--- config.mk ---
export PLATFORM = sky130hd
export DESIGN_NAME = usb_in_sched
export DESIGN_NICKNAME = d
export VERILOG_FILES = /design/src/rtl/usb_in_sched_pkg.sv /design/src/rtl/usb_in_sched.sv
export SDC_FILE = /design/constraint.sdc
export NUM_CORES = 1
export LEC_CHECK = 0
export ABC_AREA = 1
export CAP_MARGIN = 40
export CELL_PAD_IN_SITES_DETAIL_PLACEMENT = 0
export CELL_PAD_IN_SITES_GLOBAL_PLACEMENT = 2
export CORE_MARGIN = 2
export CORE_UTILIZATION = 32
export DETAILED_ROUTE_END_ITERATION = 10
export PLACE_DENSITY_LB_ADDON = 0.3
export SYNTH_ARGS = -nofsm -noshare
export SYNTH_HDL_FRONTEND = slang
export SYNTH_SLANG_ARGS = --single-unit
--- constraint.sdc ---
create_clock -name clk -period 4.9 [get_ports clk]
set_input_delay 0.98 -clock clk [delete_from_list [all_inputs] [get_ports clk]]
set_output_delay 0.98 -clock clk [all_outputs]
set_load 0.01 [all_outputs]
--- src/rtl/usb_in_sched_pkg.sv ---
// Shared USB packet types, PID encoding and the byte-wise CRC16 step.
// Pure definitions: no latency, no flow control.
package usb_in_sched_pkg;

    localparam logic [15:0] crc16_poly = 16'ha001;
    localparam logic [15:0] CRC16_INIT = 16'hffff;

    typedef enum logic [3:0] {
        PID_DATA0 = 4'b0011,
        PID_DATA1 = 4'b1011,
        PID_ACK   = 4'b0010,
        PID_NAK   = 4'b1010,
        PID_STALL = 4'b1110
    } pid_t;

    typedef enum logic [2:0] {
        S_IDLE,
        S_PID,
        S_DATA,
        S_CRC_LO,
        S_CRC_HI,
        S_WAIT_HS,
        S_HSK
    } state_t;

    // PID byte on the wire carries the check nibble in the upper half.
    function automatic logic [7:0] tx_pid(input pid_t p);
        logic [3:0] v;
        v = p;
        return {~v, v};
    endfunction

    function automatic logic [15:0] step_crc16(input logic [15:0] crc, input logic [7:0] b);
        logic [15:0] c;
        c = crc;
        for (int i = 0; i < 8; i++) begin
            c = (c[0] ^ b[i]) ? ((c >> 1) ^ crc16_poly) : (c >> 1);
        end
        return c;
    endfunction

endpackage

--- src/rtl/usb_in_sched.sv ---
// IN-token responder: DATA0/1 + CRC16, NAK or STALL; PID one cycle after tok_in.
// Advances one byte per tx_ready pulse; ep_rd is decoded in the tx_ready cycle.
module usb_in_sched
    import usb_in_sched_pkg::*;
#(
    parameter int num_endp = 1,
    parameter int max_len  = 8
) (
    input  logic                     clk,
    input  logic                     reset,
    input  logic                     tok_in,
    input  logic                     tok_setup,
    input  logic [3:0]               tok_endp,
    input  logic                     hs_ack,
    input  logic                     hs_timeout,
    output logic [7:0]               tx_data,
    output logic                     tx_valid,
    input  logic                     tx_ready,
    input  logic [num_endp-1:0][3:0] ep_len,
    input  logic [num_endp-1:0]      ep_pend,
    input  logic [num_endp-1:0]      ep_stall,
    input  logic [num_endp-1:0][7:0] ep_data,
    output logic [num_endp-1:0]      ep_rd,
    output logic [num_endp-1:0]      ep_done,
    output logic [num_endp-1:0]      ep_retry
);

    state_t                state_q;
    logic [1:0]            endp_q;
    logic [3:0]            cnt_q;
    logic [15:0]           crc_q;
    logic [num_endp-1:0]   toggle_q;
    logic [7:0]            tx_data_q;
    logic                  tx_valid_q;
    logic [num_endp-1:0]   done_q;
    logic [num_endp-1:0]   retry_q;
    logic                  held_q;
    logic [3:0]            held_endp_q;

    logic [3:0][7:0]       data_x;
    logic [3:0][3:0]       len_x;
    logic [3:0]            pend_x;
    logic [3:0]            stall_x;
    logic [3:0]            tog_x;
    logic                  tok_go;
    logic [3:0]            tok_ep;
    logic [1:0]            ep_sel;
    logic [7:0]            cur_byte;
    logic [15:0]           crc_d;
    logic [3:0]            len_clip;

    // Endpoint vectors padded to four entries so a 2-bit index never runs off the end.
    always_comb begin
        data_x  = '0;
        len_x   = '0;
        pend_x  = '0;
        stall_x = '0;
        tog_x   = '0;
        for (int i = 0; i < num_endp; i++) begin
            data_x[i]  = ep_data[i];
            len_x[i]   = ep_len[i];
            pend_x[i]  = ep_pend[i];
            stall_x[i] = ep_stall[i];
            tog_x[i]   = toggle_q[i];
        end
    end

    always_comb begin
        tok_go   = tok_in | held_q;
        tok_ep   = held_q ? held_endp_q : tok_endp;
        ep_sel   = tok_ep[1:0];
        cur_byte = data_x[endp_q];
        crc_d    = step_crc16(crc_q, cur_byte);
        len_clip = (len_x[ep_sel] > 4'(max_len)) ? 4'(max_len) : len_x[ep_sel];
    end

    // FWFT payload: the byte goes straight out and the read strobe fires with its accept.
    always_comb begin
        ep_rd = '0;
        for (int i = 0; i < num_endp; i++) begin
            ep_rd[i] = !reset && (state_q == S_DATA) && tx_ready && (endp_q == 2'(i));
        end
    end

    assign tx_data  = (state_q == S_DATA) ? cur_byte : tx_data_q;
    assign tx_valid = tx_valid_q;
    assign ep_done  = done_q;
    assign ep_retry = retry_q;

    always_ff @(posedge clk) begin
        if (reset) begin
            state_q     <= S_IDLE;
            endp_q      <= '0;
            cnt_q       <= '0;
            crc_q       <= CRC16_INIT;
            toggle_q    <= '0;
            tx_data_q   <= '0;
            tx_valid_q  <= 1'b0;
            done_q      <= '0;
            retry_q     <= '0;
            held_q      <= 1'b0;
            held_endp_q <= '0;
        end else begin
            done_q  <= '0;
            retry_q <= '0;
            case (state_q)
                S_IDLE: begin
                    held_q <= 1'b0;
                    crc_q  <= CRC16_INIT;
                    if (tok_go && (tok_ep < 4'(num_endp))) begin
                        endp_q     <= ep_sel;
                        tx_valid_q <= 1'b1;
                        if (stall_x[ep_sel]) begin
                            tx_data_q <= tx_pid(PID_STALL);
                            state_q   <= S_HSK;
                        end else if (!pend_x[ep_sel]) begin
                            tx_data_q <= tx_pid(PID_NAK);
                            state_q   <= S_HSK;
                        end else begin
                            tx_data_q <= tx_pid(tog_x[ep_sel] ? PID_DATA1 : PID_DATA0);
                            cnt_q     <= len_clip;
                            state_q   <= S_PID;
                        end
                    end
                end
                S_HSK, S_CRC_HI: begin
                    if (tx_ready) begin
                        tx_valid_q <= 1'b0;
                        tx_data_q  <= '0;
                        state_q    <= (state_q == S_HSK) ? S_IDLE : S_WAIT_HS;
                    end
                end
                S_PID: begin
                    if (tx_ready) begin
                        if (cnt_q != 4'd0) begin
                            tx_data_q <= '0;
                            state_q   <= S_DATA;
                        end else begin
                            tx_data_q <= ~crc_q[7:0];
                            state_q   <= S_CRC_LO;
                        end
                    end
                end
                S_DATA: begin
                    if (tx_ready) begin
                        crc_q <= crc_d;
                        cnt_q <= cnt_q - 4'd1;
                        if (cnt_q == 4'd1) begin
                            tx_data_q <= ~crc_d[7:0];
                            state_q   <= S_CRC_LO;
                        end
                    end
                end
                S_CRC_LO: begin
                    if (tx_ready) begin
                        tx_data_q <= ~crc_q[15:8];
                        state_q   <= S_CRC_HI;
                    end
                end
                S_WAIT_HS: begin
                    // A token that ends the wait is replayed from IDLE next cycle.
                    if (tok_in) begin
                        held_q      <= 1'b1;
                        held_endp_q <= tok_endp;
                    end
                    if (hs_ack) begin
                        for (int i = 0; i < num_endp; i++) begin
                            if (endp_q == 2'(i)) begin
                                toggle_q[i] <= ~toggle_q[i];
                                done_q[i]   <= 1'b1;
                            end
                        end
                        state_q <= S_IDLE;
                    end else if (hs_timeout || tok_in || tok_setup) begin
                        for (int i = 0; i < num_endp; i++) begin
                            if (endp_q == 2'(i)) retry_q[i] <= 1'b1;
                        end
                        state_q <= S_IDLE;
                    end
                end
                default: state_q <= S_IDLE;
            endcase
            // SETUP forces DATA1 for the next data stage and overrides an ACK flip.
            for (int i = 0; i < num_endp; i++) begin
                if (tok_setup && (tok_endp == 4'(i))) toggle_q[i] <= 1'b1;
            end
        end
    end

endmodule

# After elaboration in Yosys (flattened, before gate mapping)
# Index checks and enable logic that the tools add are counted.
dict set report word_totals {
  ff_bits 42
  output_inout_bits 12
  inputBits 25
}
dict set report classes {
  order_cmp 4
  bitwise_logic 25
  eq_ne 17
  addsub 1
  muxes 62
  n_reduce_logical 31
}
# cell n
set ops {}
lappend ops {{2-to-1 mux 16 bit} 9}
lappend ops {{2-to-1 mux 8 bit} 11}
lappend ops {{case mux 8 bit (5 select lines)} 1}
lappend ops {{2-to-1 mux 3 bit} 11}
lappend ops {{2-to-1 mux 4 bit} 8}
lappend ops {{case mux 16 bit (2 select lines)} 1}
lappend ops {{inverter 2 -> 3 bit} 8}
lappend ops {{inverter 8 bit} 3}
lappend ops {{case mux 3 bit (6 select lines)} 1}
lappend ops {{binary-select mux 8 bit (select 2 bit)} 1}
lappend ops {{!= test 2 bit, second input constant} 8}
lappend ops {{AND reduction 7 bit} 2}
lappend ops {{2-to-1 mux 1 bit} 12}
lappend ops {{nonzero test 2 bit} 6}
lappend ops {{equality test 3 bit, second input constant} 3}
lappend ops {{binary-select mux 4 bit (select 2 bit)} 1}
lappend ops {{case mux 4 bit (2 select lines)} 1}
lappend ops {{AND reduction 2 bit} 4}
lappend ops {{XOR 1 bit} 8}
lappend ops {{binary-select mux 1 bit (select 2 bit)} 3}
lappend ops {{equality test 3 x 2 -> 1 bit, second input constant} 2}
lappend ops {{less-than comparator 2 x 3 -> 1 bit, second input constant} 2}
lappend ops {{AND reduction 3 bit} 2}
lappend ops {{logical AND 1 bit} 5}
lappend ops {{22 further kinds} 27}

# Logic depth before layout (Yosys ltp)
# Gate-level depths: netlist of the first run.
dict set report logic_depth {
  word_depth 22
  ltp_mapped 21
  ltp_nobuf 21
}

# Worst setup path after synthesis of the first run
# No wires, ideal clock.
dict set report synth_timing {
  path_kind {input to output}
  start {in reset}
  end {out ep_rd}
  path_buffers 2
  slack_ns 2.235
  required_ns 3.920
  path_stages 3
  arrival_ns 1.685
  path_cell_list {clkbuf_1 clkbuf_1 nor3_1}
}
dict set report synth_between {
  elab_chain_cells 4
}
# element line_no
set synth_lines {}
lappend synth_lines {{start, declared} usb_in_sched.sv:10} ;# input logic reset,
lappend synth_lines {{logical NOT 1 bit} usb_in_sched.sv:81} ;# ep_rd[i] = !reset && (state_q == S_DATA) && tx_ready && (endp_q == 2'(i));
lappend synth_lines {{logical AND 1 bit (3 in a row)} usb_in_sched.sv:81}
lappend synth_lines {{end, declared} usb_in_sched.sv:23} ;# output logic [num_endp-1:0] ep_rd,
# No other way between the ends.

# Worst setup path after layout of the first run
dict set report layout_timing {
  start {reg state_q[1]}
  end {out ep_rd}
}
dict set report layout_between {
  elab_chain_cells 4
}
# element line_no
set layout_lines {}
lappend layout_lines {{start, declared} usb_in_sched.sv:28} ;# state_t state_q;
lappend layout_lines {{start signal, assigned} usb_in_sched.sv:130} ;# state_q <= (state_q == S_HSK) ? S_IDLE : S_WAIT_HS;
lappend layout_lines {{equality test 3 x 2 -> 1 bit} usb_in_sched.sv:81}
lappend layout_lines {{logical AND 1 bit (3 in a row)} usb_in_sched.sv:81}
# No other way between the ends.

==> flow_metrics.tcl, run 1 <==
set metrics [dict create \
    diodes 0 \
    clock_power_share_pct 16.5 \
    portBuffers 36 \
    p_sw_share_pct 45.07 \
    worstSetupPathType "reg -> out" \
    cp.required_ns 3.92 \
    timing.final.crit_share_pct 73.43 \
    final_common_cell "nand2_1" \
    layout.cells.non_filler 508 \
    synth_edf_count 0 \
    slew_headroom_pct 61.62 \
    postCtsHoldBufs 0 \
    cap_violations 0 \
    tightest_slew_ns 0.5682 \
    root_buffer "clkbuf_8" \
    setup_viol 0 \
    hold_depth 2 \
    internal_power_mw 0.7631 \
    syn_nets 399 \
    multiInputGateArea_um2 1411 \
    max_freq_mhz 277.9 \
    cts_max_level 2 \
    crit-reg2reg-launch "endp_q[1]" \
    cp-start-kind "register" \
    num_io_pins 37 \
    grt_pass1_vias 2547 \
    worst_r2r_endpoint "tx_data_q[0]" \
    routedWlPerCell_um 14.57 \
    area_growth_pct 21.91 \
    setup_tns_ns 0 \
    grt_remaining_overflow 0 \
    whs_endpoint "held_endp_q[0]" \
    combPwrFrac_pct 51.4 \
    postCtsSetupBuffers 0 \
    fin_skew_ns 0.007541 \
    maxSlewViolCount 0 \
    final_cell_mix "nand2_1 (79), inv_1 (45), dfxtp_1 (42)" \
    path_clk_slew_ns 0.08 \
    drive_gt1_share_pct 8.621 \
    die_w_um 92.01 \
    r2r_cells 20 \
    ys_types 36 \
    num_vias 2550 \
    outcome "completed" \
    drt_iter0_drc 80 \
    ant_nets 0 \
    async_flop_share_pct 0 \
    regArea_um2 840.8 \
    drt-pass1-iter-count 5 \
    grt_antenna_before_repair 0 \
    clock_latency_ns 0.30 \
    dieArea_um2 8466 \
    synth-seq-area-share_pct 33.92 \
    grt_pass1_wl_um 12290 \
    cts_resized 0 \
    dp.cells 502 \
    cts_buffer_depth 2 \
    synth-seq-cells 42 \
    period_needed_ns 3.598 \
    yosysWarnings 0 \
    leakagePower_nw 1.330 \
    cts_tree "yes" \
    syn_area_um2 2479 \
    via_per_inst 5.020 \
    seqPwrFrac_pct 32.1 \
    cts.sinks 42 \
    worstHoldStart "held_endp_q[0]" \
    end_kind "output pin" \
    start_util_pct 32.58 \
    gp_congestion 0.8393 \
    final-hold-violation-count 0 \
    final_area_um2 3022 \
    cp_num_buf_inv 4 \
    rows 32 \
    synth_top_flop_cell "dfxtp_1" \
    numCtsBuffers 5 \
    crit_family "buffers and inverters" \
    placed_cell_area_um2 2939 \
    hold_class "reg -> reg" \
    synth.avg_cell_area_um2 6.663 \
    grt_usage_pct 18.32 \
    netlist_instances 372 \
    dp_hpwl_um 5508 \
    core_area_um2 7607 \
    total_power_mw 1.389 \
    rsz0062_at_grt "false" \
    route.detailed.drc 0 \
    dieHeight_um 92.01 \
    fillers 834 \
    grt_max_degree 29 \
    cp_slowest_cell "clkdlybuf4s50_1" \
    utilization_pct 39.72 \
    rrSetupSlack_ns 2.32 \
    routed_wl_um 7404 \
    nets 434 \
    path_max_fanout 14 \
    crit_top_cell "inv_1" \
    worstPathCellList "inv_1 > nor2_2 > inv_1 > nor2_1 > inv_1 > nor3_1 > clkdlybuf4s50_1" \
    critPathMaxStageDelay_ns 0.57 \
    p_sw_mw 0.6261 \
    power.density_nw_per_um2 459.8 \
    cp.arrival_ns 2.62 \
    peakVddDrop_mv 0.1581 \
]
worst max-delay path by stage:
stage	startpoint	end	slack, ns	cells after the start
floorplan	reset	ep_rd	2.23	3
global placement	tx_ready	ep_rd	1.43	6
detailed placement	tx_ready	ep_rd	1.38	6
CTS	state_q[1]	ep_rd	1.23	7
global route	state_q[1]	ep_rd	0.99	7
finish	state_q[1]	ep_rd	1.30	7
tightest hold or removal path, stage by stage, from the launching register on:
cell and delay [ns]:
dfxtp_1 0.31, nand2_1 0.06, a21oi_1 0.05
registers in the layout, summed over array words and instances, names as in the netlist:
signal / flops
tx_data_q: 8
ep_done: 1
state_q: 3
held_endp_q: 4
held_q: 1
endp_q: 2
crc_q: 16
toggle_q: 1
cnt_q: 4
ep_retry: 1
tx_valid: 1
metal layers:
metal	global-route usage (%)	wire, µm
met2	32.78	3657
met3	2.712	261
met5	0	0
met1	22.44	3328
met4	6.095	157
kinds of logic after synthesis:
kind of cell	after synthesis	synth area share [%]
compound gates	97	21.61
xor+xnor	7	2.777
fa+ha+maj	2	1.009
buf+inv	58	9.136
flops	42	33.92
simple gates	166	31.55
power groups by stage:
| stage | clock (mW) | sequential [mW] | combinational (mW) |
|---|---|---|---|
| finish | 0.229 | 0.446 | 0.714 |
| global route | 0.249 | 0.456 | 0.810 |
| CTS | 0.238 | 0.447 | 0.717 |
| detailed placement | 0 | 0.454 | 0.714 |
| global placement | 0 | 0.454 | 0.717 |
| floorplan | 0 | 0.442 | 0.504 |
through the flow:
step	hold WS, ns	setup slack [ns]
floorplan	0.4410	2.235
global placement	0.4512	1.435
detailed placement	0.4575	1.377
CTS	0.4689	1.234
global route	0.4878	0.9949
finish	0.4640	1.302
synthesized netlist by cell type, drive strengths merged (2+ instances only):
| library cell | n | area (µm²) |
|---|---|---|
| o22ai | 6 | 37.54 |
| dfxtp | 42 | 840.8 |
| nand4 | 3 | 18.77 |
| nor2 | 29 | 118.9 |
| nand2 | 93 | 394.1 |
| o221ai | 2 | 17.52 |
| o31ai | 3 | 22.52 |
| nand3 | 36 | 222.7 |
| inv | 46 | 172.7 |
| a41oi | 2 | 17.52 |
| xor2 | 4 | 35.03 |
| nor3 | 3 | 15.01 |
| buf | 2 | 16.26 |
| clkbuf | 9 | 33.78 |
| xnor2 | 3 | 33.79 |
| o211ai | 4 | 30.03 |
| o21ai | 39 | 195.2 |
| a21oi | 37 | 185.2 |
| ha | 2 | 25.02 |
final cells by class:
class,instances,area share (%)
tap,102,4.224
multi-input combinational,272,46.71
inverter,47,5.838
clock buffer,6,2.733
timing repair buffer,39,12.67
sequential,42,27.83
No activity file was read; power rests on OpenSTA's default activity.
==> inputs of run 2 (changes only) <==
--- a/config.mk
+++ b/config.mk
@@ -10,7 +10,7 @@
 export CELL_PAD_IN_SITES_DETAIL_PLACEMENT = 0
 export CELL_PAD_IN_SITES_GLOBAL_PLACEMENT = 2
 export CORE_MARGIN = 2
-export CORE_UTILIZATION = 32
+export CORE_UTILIZATION = 27
 export DETAILED_ROUTE_END_ITERATION = 10
 export PLACE_DENSITY_LB_ADDON = 0.3
 export SYNTH_ARGS = -nofsm -noshare
==> constraint.sdc (replaced) <==
create_clock -name clk -period 3.3 [get_ports clk]
set_input_delay 0.66 -clock clk [delete_from_list [all_inputs] [get_ports clk]]
set_output_delay 0.66 -clock clk [all_outputs]
set_load 0.01 [all_outputs]
==> flow_metrics.tcl, run 2 (synthesized netlist as in run 1, its figures left out) <==
set metrics [dict create \
    outcome "completed" \
    cts_buffer_depth 2 \
    maxSlewViolCount 0 \
    clock_latency_ns 0.30 \
    clock_power_share_pct 18.7 \
    largest_register_ffs 16 \
    slew_headroom_pct 62.68 \
    hold_class "reg -> reg" \
    numCtsBuffers 5 \
    core_area_um2 8806 \
    setup_slack_ns 0.3813 \
    cts_tree "yes" \
    timing.final.crit_share_pct 88.45 \
    gp_congestion 0.8094 \
    route.detailed.drc 0 \
    combPwrFrac_pct 50.6 \
    path_clk_slew_ns 0.08 \
    final_cell_mix "nand2_1 (79), inv_1 (45), dfxtp_1 (42)" \
    dp_hpwl_um 5904 \
    grt_pass1_vias 2458 \
    rows 34 \
    cts_max_level 2 \
    leakagePower_nw 1.358 \
    postCtsSetupBuffers 0 \
    dieArea_um2 9962 \
    p_sw_mw 0.9475 \
    dieHeight_um 99.81 \
    final-hold-violation-count 0 \
    grtUsageMet2_pct 27.23 \
    tightest_slew_ns 0.5526 \
    layout.cells.non_filler 520 \
    gr-max-usage-layer "met2" \
    drt_iter0_drc 71 \
    num_io_pins 37 \
    peakVddDrop_mv 0.2797 \
    placed_cell_area_um2 2977 \
    cp.required_ns 2.64 \
    period_needed_ns 2.919 \
    routedWlPerCell_um 14.43 \
    seqPwrFrac_pct 30.7 \
    num_vias 2539 \
    setup_viol 0 \
    top_regs "crc_q: 16 flops, tx_data_q: 8 flops" \
    gr-usage-met3_pct 2.646 \
    cts.sinks 42 \
    utilization_pct 35.01 \
    grt_antenna_before_repair 0 \
    end_kind "output pin" \
    cp-start-kind "register" \
    max_freq_mhz 342.6 \
    postCtsHoldBufs 0 \
    nets 438 \
    rsz0062_at_grt "false" \
    dp.cells 512 \
    cts_resized 0 \
    area_growth_pct 24.38 \
    root_buffer "clkbuf_8" \
    via_per_inst 4.883 \
    cap_violations 0 \
    grt_pass1_wl_um 12270 \
    grt_remaining_overflow 0 \
    path_max_fanout 15 \
    regMostFlops "crc_q" \
    p_sw_share_pct 43.61 \
    fin_skew_ns 0.01088 \
    final_common_cell "nand2_1" \
    final_area_um2 3083 \
    total_power_mw 2.173 \
    diodes 0 \
    use_met1_pct 19.91 \
    hold_ws_ns 0.4661 \
    worstSetupPathType "reg -> out" \
    ant_nets 0 \
    routed_wl_um 7502 \
    start_util_pct 28.15 \
    grt_usage_pct 15.59 \
    grt_max_degree 29 \
    power.density_nw_per_um2 704.7 \
    drive_gt1_share_pct 9.466 \
    drt-pass1-iter-count 6 \
    internal_power_mw 1.225 \
    portBuffers 36 \
    post-place-ws_ns 0.3848 \
    setup_tns_ns 0 \
    cp.arrival_ns 2.26 \
    die_w_um 99.81 \
]
[run 2: cell types whose count changed in the layout (fill, tap and decap cells not counted), sizes merged]
cell,before,now
buf,3,7
bufinv,0,1
clkbuf,6,7
[run 2: final timing paths]
check | from | to | slack [ns] | depth (start not counted)
setup / recovery | state_q[0] | tx_data[4] | 0.38 | 8
hold / removal | held_endp_q[1] | held_endp_q[1] | 0.47 | 2
setup reg to reg | endp_q[1] | tx_data_q[0] | 0.80 | 16
hold reg to reg | held_endp_q[1] | held_endp_q[1] | 0.47 | 2
[run 2: final cells by class]
class | count | area [µm²]
Clock inverter | 1 | 30.03
Tap cell | 108 | 135.1
Fill cell | 983 | 5723
Inverter | 47 | 176.4
Clock buffer | 7 | 76.32
Sequential cell | 42 | 840.8
Multi-Input combinational cell | 272 | 1411
Timing Repair Buffer | 43 | 412.9
[run 2: worst max-delay path: stages (launching register included)]
cell and delay, ns:
dfxtp_1 0.44, nor2_1 0.06, inv_1 0.08, nor2_2 0.04, inv_1 0.30, buf_4 0.28
nand2_1 0.06, o21ai_0 0.11, clkdlybuf4s50_1 0.59
[run 2: per-layer routing]
layer / part of all wire (%) / vias to the layer above
met1: 49 / 1189
met2: 48 / 29
met4: 0.84 / 0
li1: - / 1316
met3: 2.6 / 5
met5: 0 / -
[run 2: power by group through the flow]
stage	clock, mW	sequential (mW)	combinational (mW)
final	0.406	0.667	1.10
after global routing	0.438	0.680	1.23
after CTS	0.414	0.666	1.11
after detailed placement	0	0.677	1.11
after global placement	0	0.678	1.11
after floorplan	0	0.656	0.748
==> RTL change 1 (config.mk and constraints of run 1) <==
Set the parameter `num_endp` to 2 (it was 1).
--- a/src/rtl/usb_in_sched.sv
+++ b/src/rtl/usb_in_sched.sv
@@ -3,7 +3,7 @@
 module usb_in_sched
     import usb_in_sched_pkg::*;
 #(
-    parameter int num_endp = 1,
+    parameter int num_endp = 2,
     parameter int max_len  = 8
 ) (
     input  logic                     clk,
Ports: changed (7 resized); port bits go from 37 to 54. No check against the original RTL was run, so the function may have changed too.
==> RTL change 1 against run 1 <==
Sequential power is 5.8% higher; power is 12% higher; final area is 16% higher; wire length is 9.4% higher; area after synthesis is 10% higher; sequential share of layout area is 2.1 points lower; synthesized cell count is 10% higher; die area is 9.7% higher; clock skew is 0.0023 ns higher; sequential cell count is 3 higher; worst setup slack worse by 0.070 ns; maximum frequency is 1.9% lower; largest cell class unchanged; highest routed layer unchanged.
==> RTL change 1: results (changes against run 1) <==
Synth cell types 31 (was 36); multi-input logic area 0.00156 mm^2 (was 0.00141 mm^2); final wirelength 8.10 mm (was 7.40 mm); DIE AREA 0.00929 mm^2 (was 0.00847 mm^2); signal buffers share of area 15.8% (was 12.7%); #MultiIn Comb 295 (was 272); Power Sequential 0.472 mW (was 0.446 mW); IR drop worst, VDD 0.153 mV (was 0.158 mV); Total GRT Usage 18.1% (was 18.3%); Routed Antenna Nets 0 (unchanged); hold path start held_endp_q[1] (was held_endp_q[0]); worst hold endpoint held_endp_q[1] (was held_endp_q[0]); Cells after Synth 410 (was 372); largest registers crc_q x16, tx_data_q x8 (unchanged); Min-Delay Path Class register to register (unchanged); non-filler cells, final 568 (was 508); Setup Buffers After CTS 0 (unchanged); Critical R2R Capture tx_data_q[0] (unchanged); vias in the first global route 2657 (was 2547); P_leak 1.55 nW (was 1.33 nW); non-clock buffer count 56 (was 39); Setup Skew 0.00982 ns (was 0.00754 ns); Hold WS 0.459 ns (was 0.464 ns); CTS Buffer Depth 2 (unchanged); Comb power frac 48.3% (was 51.4%); design area 0.00350 mm^2 (was 0.00302 mm^2); inverters 59 (was 47); Worst-Skew Late Latency 0.30 ns (about the same); routed via count 2783 (was 2550); crit-path max FO 18 (was 14); Post-Place Cells 560 (was 502); internal power 0.906 mW (was 0.763 mW); largest net degree at the start of global routing 28 (was 29); GP Congestion 0.817 (was 0.839); post-cts sizing count 0 (unchanged); Seq/Total Area, Yosys 33.0% (was 33.9%); FF-to-FF Start endp_q[0] (was endp_q[1]); top cells by area, synth dfxtp_1 (33%), nand2_1 (11%), inv_1 (7.7%), a21oi_1 (7.3%), nand3_1 (5.9%) (was dfxtp_1 (34%), nand2_1 (12%), o21ai_0 (7.7%), a21oi_1 (7.5%), inv_1 (6.8%)); sequential cell area share 25.7% (was 27.8%); Fillers 910 (was 834); Nets 503 (was 434); Final clock-cell share 3.82% (was 2.73%); Setup crit start reset (was state_q[1]); PortBufs 53 (was 36); R2R cell count 18 (was 20); Cell Area, Placed 0.00337 mm^2 (was 0.00294 mm^2); most frequent cells after synthesis nand2_1 (81), inv_1 (56), dfxtp_1 (45) (was nand2_1 (79), inv_1 (45), dfxtp_1 (42)); initial drt markers 127 (was 80); FF+latch count 45 (was 42); DP HPWL 6.06 mm (was 5.51 mm); reg-to-reg setup timing slack 2.39 ns (was 2.32 ns); Slew @ Worst Pin 0.678 ns (was 0.568 ns); syn nets 451 (was 399); share of cells above drive strength 1 8.42% (was 8.62%); Crit path arrival time 2.69 ns (was 2.62 ns); first-pass GRT wire length 13.0 mm (was 12.3 mm); status complete, no violations (unchanged); DR pass1 iterations 4 (was 5)
[RTL change 1: worst max-delay path, cell delays in order]
cell             delay, ns
clkdlybuf4s50_1       0.42
inv_1                 0.43
nand2_1               0.19
nor2_1                0.12
clkdlybuf4s50_1       0.54
[RTL change 1: how the worst max path moves through the flow]
| stage | endpoint | slack (ns) | depth (start not counted) |
|---|---|---|---|
| after floorplan | cnt_q[0] | 2.32 | 12 |
| after global placement | ep_rd[0] | 1.20 | 5 |
| after detailed placement | ep_rd[0] | 1.18 | 5 |
| after CTS | ep_rd[0] | 1.16 | 5 |
| after global routing | ep_rd[0] | 1.12 | 5 |
| final | ep_rd[1] | 1.23 | 5 |
[RTL change 1: routing by layer]
layer / track usage [%] / up-vias / wire length, um
li1: - / 1464 / -
met1: 24.6 / 1248 / 4060
met2: 30.4 / 67 / 3620
met3: 3.03 / 4 / 378
met4: 3.52 / 0 / 44
met5: 0 / - / 0
[RTL change 1: through the flow]
stage | setup WS [ns] | power, mW
global placement | 1.20 | 1.23
floorplan | 2.32 | 0.982
CTS | 1.16 | 1.57
global route | 1.12 | 1.68
finish | 1.23 | 1.56
detailed placement | 1.18 | 1.23
[RTL change 1: kinds of logic (layout without fill, tap and decap cells)]
| group | count (synthesis) | count (layout) | synth area share, % |
|---|---|---|---|
| simple gates | 183 | 183 | 30.9 |
| buf+inv | 70 | 123 | 10.1 |
| xor+xnor | 10 | 10 | 3.89 |
| flops | 45 | 45 | 33.0 |
| mux | 1 | 1 | 0.366 |
| fa+ha+maj | 2 | 2 | 0.916 |
| compound gates | 99 | 99 | 20.9 |
==> RTL change 2 (config.mk and constraints of run 1) <==
Made on the original files. Make the reset (`reset`) asynchronous in one clocked block.
--- a/src/rtl/usb_in_sched.sv
+++ b/src/rtl/usb_in_sched.sv
@@ -87,7 +87,7 @@
     assign ep_done  = done_q;
     assign ep_retry = retry_q;
 
-    always_ff @(posedge clk) begin
+    always_ff @(posedge clk or posedge reset) begin
         if (reset) begin
             state_q     <= S_IDLE;
             endp_q      <= '0;
Behaviour: differs if reset is asserted again (counterexample within 4 cycles, from zero or initial values and one cycle with reset high); with reset held inactive, the same outputs for 4 cycles.
==> RTL change 2 against run 1 <==
Die area rose by 5.2%; sequential share of layout area is 5.8 points higher; cell count decreased by 5.9%; first-iteration DRC count is 76% higher; power increased by 32%; area after synthesis increased by 5.5%; register-to-register slack lost 0.44 ns; wire length shrank 8.8%; worst setup slack worse by 0.090 ns; sequential cell count is the same; count of clock-buffer cells in the layout increased by 1; final area up 5.3%; critical endpoint unchanged; highest routed layer unchanged.
==> RTL change 2: results (changes against run 1) <==
largest net degree at the start of global routing 34 (was 29); non-clock buffer count 38 (was 39); inverters 61 (was 47); vias in the first global route 2304 (was 2547); DP Worst Slack 1.20 ns (was 1.38 ns); final wirelength 6.75 mm (was 7.40 mm); Seq/Total Area, Yosys 41.0% (was 33.9%); status complete, no violations (unchanged); CLK BUF 7 (was 6); hold path start tx_data_q[5] (was held_endp_q[0]); Synth cell types 37 (was 36); GP Congestion 0.803 (was 0.839); multi-input logic area 0.00129 mm^2 (was 0.00141 mm^2); Total GRT Usage 16.5% (was 18.3%); Setup crit start tx_ready (was state_q[1]); syn nets 362 (was 399); worst hold endpoint tx_data_q[5] (was held_endp_q[0]); share of cells above drive strength 1 15.4% (was 8.62%); Fillers 821 (was 834); internal power 0.996 mW (was 0.763 mW); FF-to-FF Start state_q[0] (was endp_q[1]); PnR worst setup slack 1.21 ns (was 1.30 ns); Crit path arrival time 2.71 ns (was 2.62 ns); initial drt markers 141 (was 80); Critical R2R Capture tx_data_q[0] (unchanged); signal buffers share of area 11.8% (was 12.7%); top cells by area, synth dfrtp_1 (25%), dfstp_2 (16%), nand2_1 (11%), inv_1 (8.3%), o21ai_0 (5.2%) (was dfxtp_1 (34%), nand2_1 (12%), o21ai_0 (7.7%), a21oi_1 (7.5%), inv_1 (6.8%)); via/cell ratio 4.82 (was 5.02); DP HPWL 5.24 mm (was 5.51 mm); Most used DFF post-synth dfrtp_1 (was dfxtp_1); sequential cell area share 33.7% (was 27.8%); Nets 402 (was 434); DR pass1 iterations 4 (was 5); Setup Skew 0.00774 ns (was 0.00754 ns); met1 WL 3.41 mm (was 3.33 mm); R2R cell count 12 (was 20); most frequent cells after synthesis nand2_1 (79), inv_1 (58), o21ai_0 (27) (was nand2_1 (79), inv_1 (45), dfxtp_1 (42)); Final clock-cell share 2.87% (was 2.73%)
==> RTL change 2: metal layers <==
layer / vias up / GRT usage, %
li1: 1175 / -
met1: 1067 / 22.9
met2: 56 / 26.6
met3: 8 / 3.19
met4: 0 / 4.23
met5: - / 0
==> RTL change 2: cells by family (layout without fill, tap and decap cells) <==
| family | Yosys count | count (layout) | synth area share, % |
|---|---|---|---|
| buffers and inverters | 66 | 107 | 9.77 |
| AO/OA/AOI/OAI | 65 | 65 | 15.7 |
| XOR/XNOR | 8 | 8 | 2.68 |
| multiplexers | 3 | 3 | 1.29 |
| flip-flops | 42 | 42 | 41.0 |
| adder cells (fa/ha/maj) | 2 | 2 | 0.957 |
| AND/OR/NAND/NOR | 149 | 149 | 28.7 |
==> RTL change 2: worst register-to-register path, stage by stage, from the launching register on <==
cell	delay, ns
dfrtp_1	0.43
nor2_1	0.09
nand2_1	0.56
inv_1	0.36
nand2_1	0.13
o21ai_1	0.07
inv_1	0.10
nand2_1	0.09
a21oi_2	0.30
clkinv_1	0.40
a21oi_1	0.28
nand2_1	0.10
nand2_1	0.06
==> RTL change 2: per-stage QoR <==
step | std cells | hold slack (ns) | area, um^2
after floorplan | 335 | 0.442 | 2610
after global placement | 470 | 0.468 | 3090
after detailed placement | 470 | 0.466 | 3090
after CTS | 478 | 0.489 | 3180
after global routing | 478 | 0.502 | 3180
final | 478 | 0.484 | 3180
==> RTL change 2: power by group through the flow <==
| stage | Combinational (mW) | Clock, mW | Sequential (mW) |
|---|---|---|---|
| after floorplan | 0.714 | 0 | 0.572 |
| after global placement | 1.01 | 0 | 0.592 |
| after detailed placement | 1.01 | 0 | 0.592 |
| after CTS | 1.02 | 0.244 | 0.586 |
| after global routing | 1.15 | 0.263 | 0.605 |
| final | 1.01 | 0.237 | 0.587 |
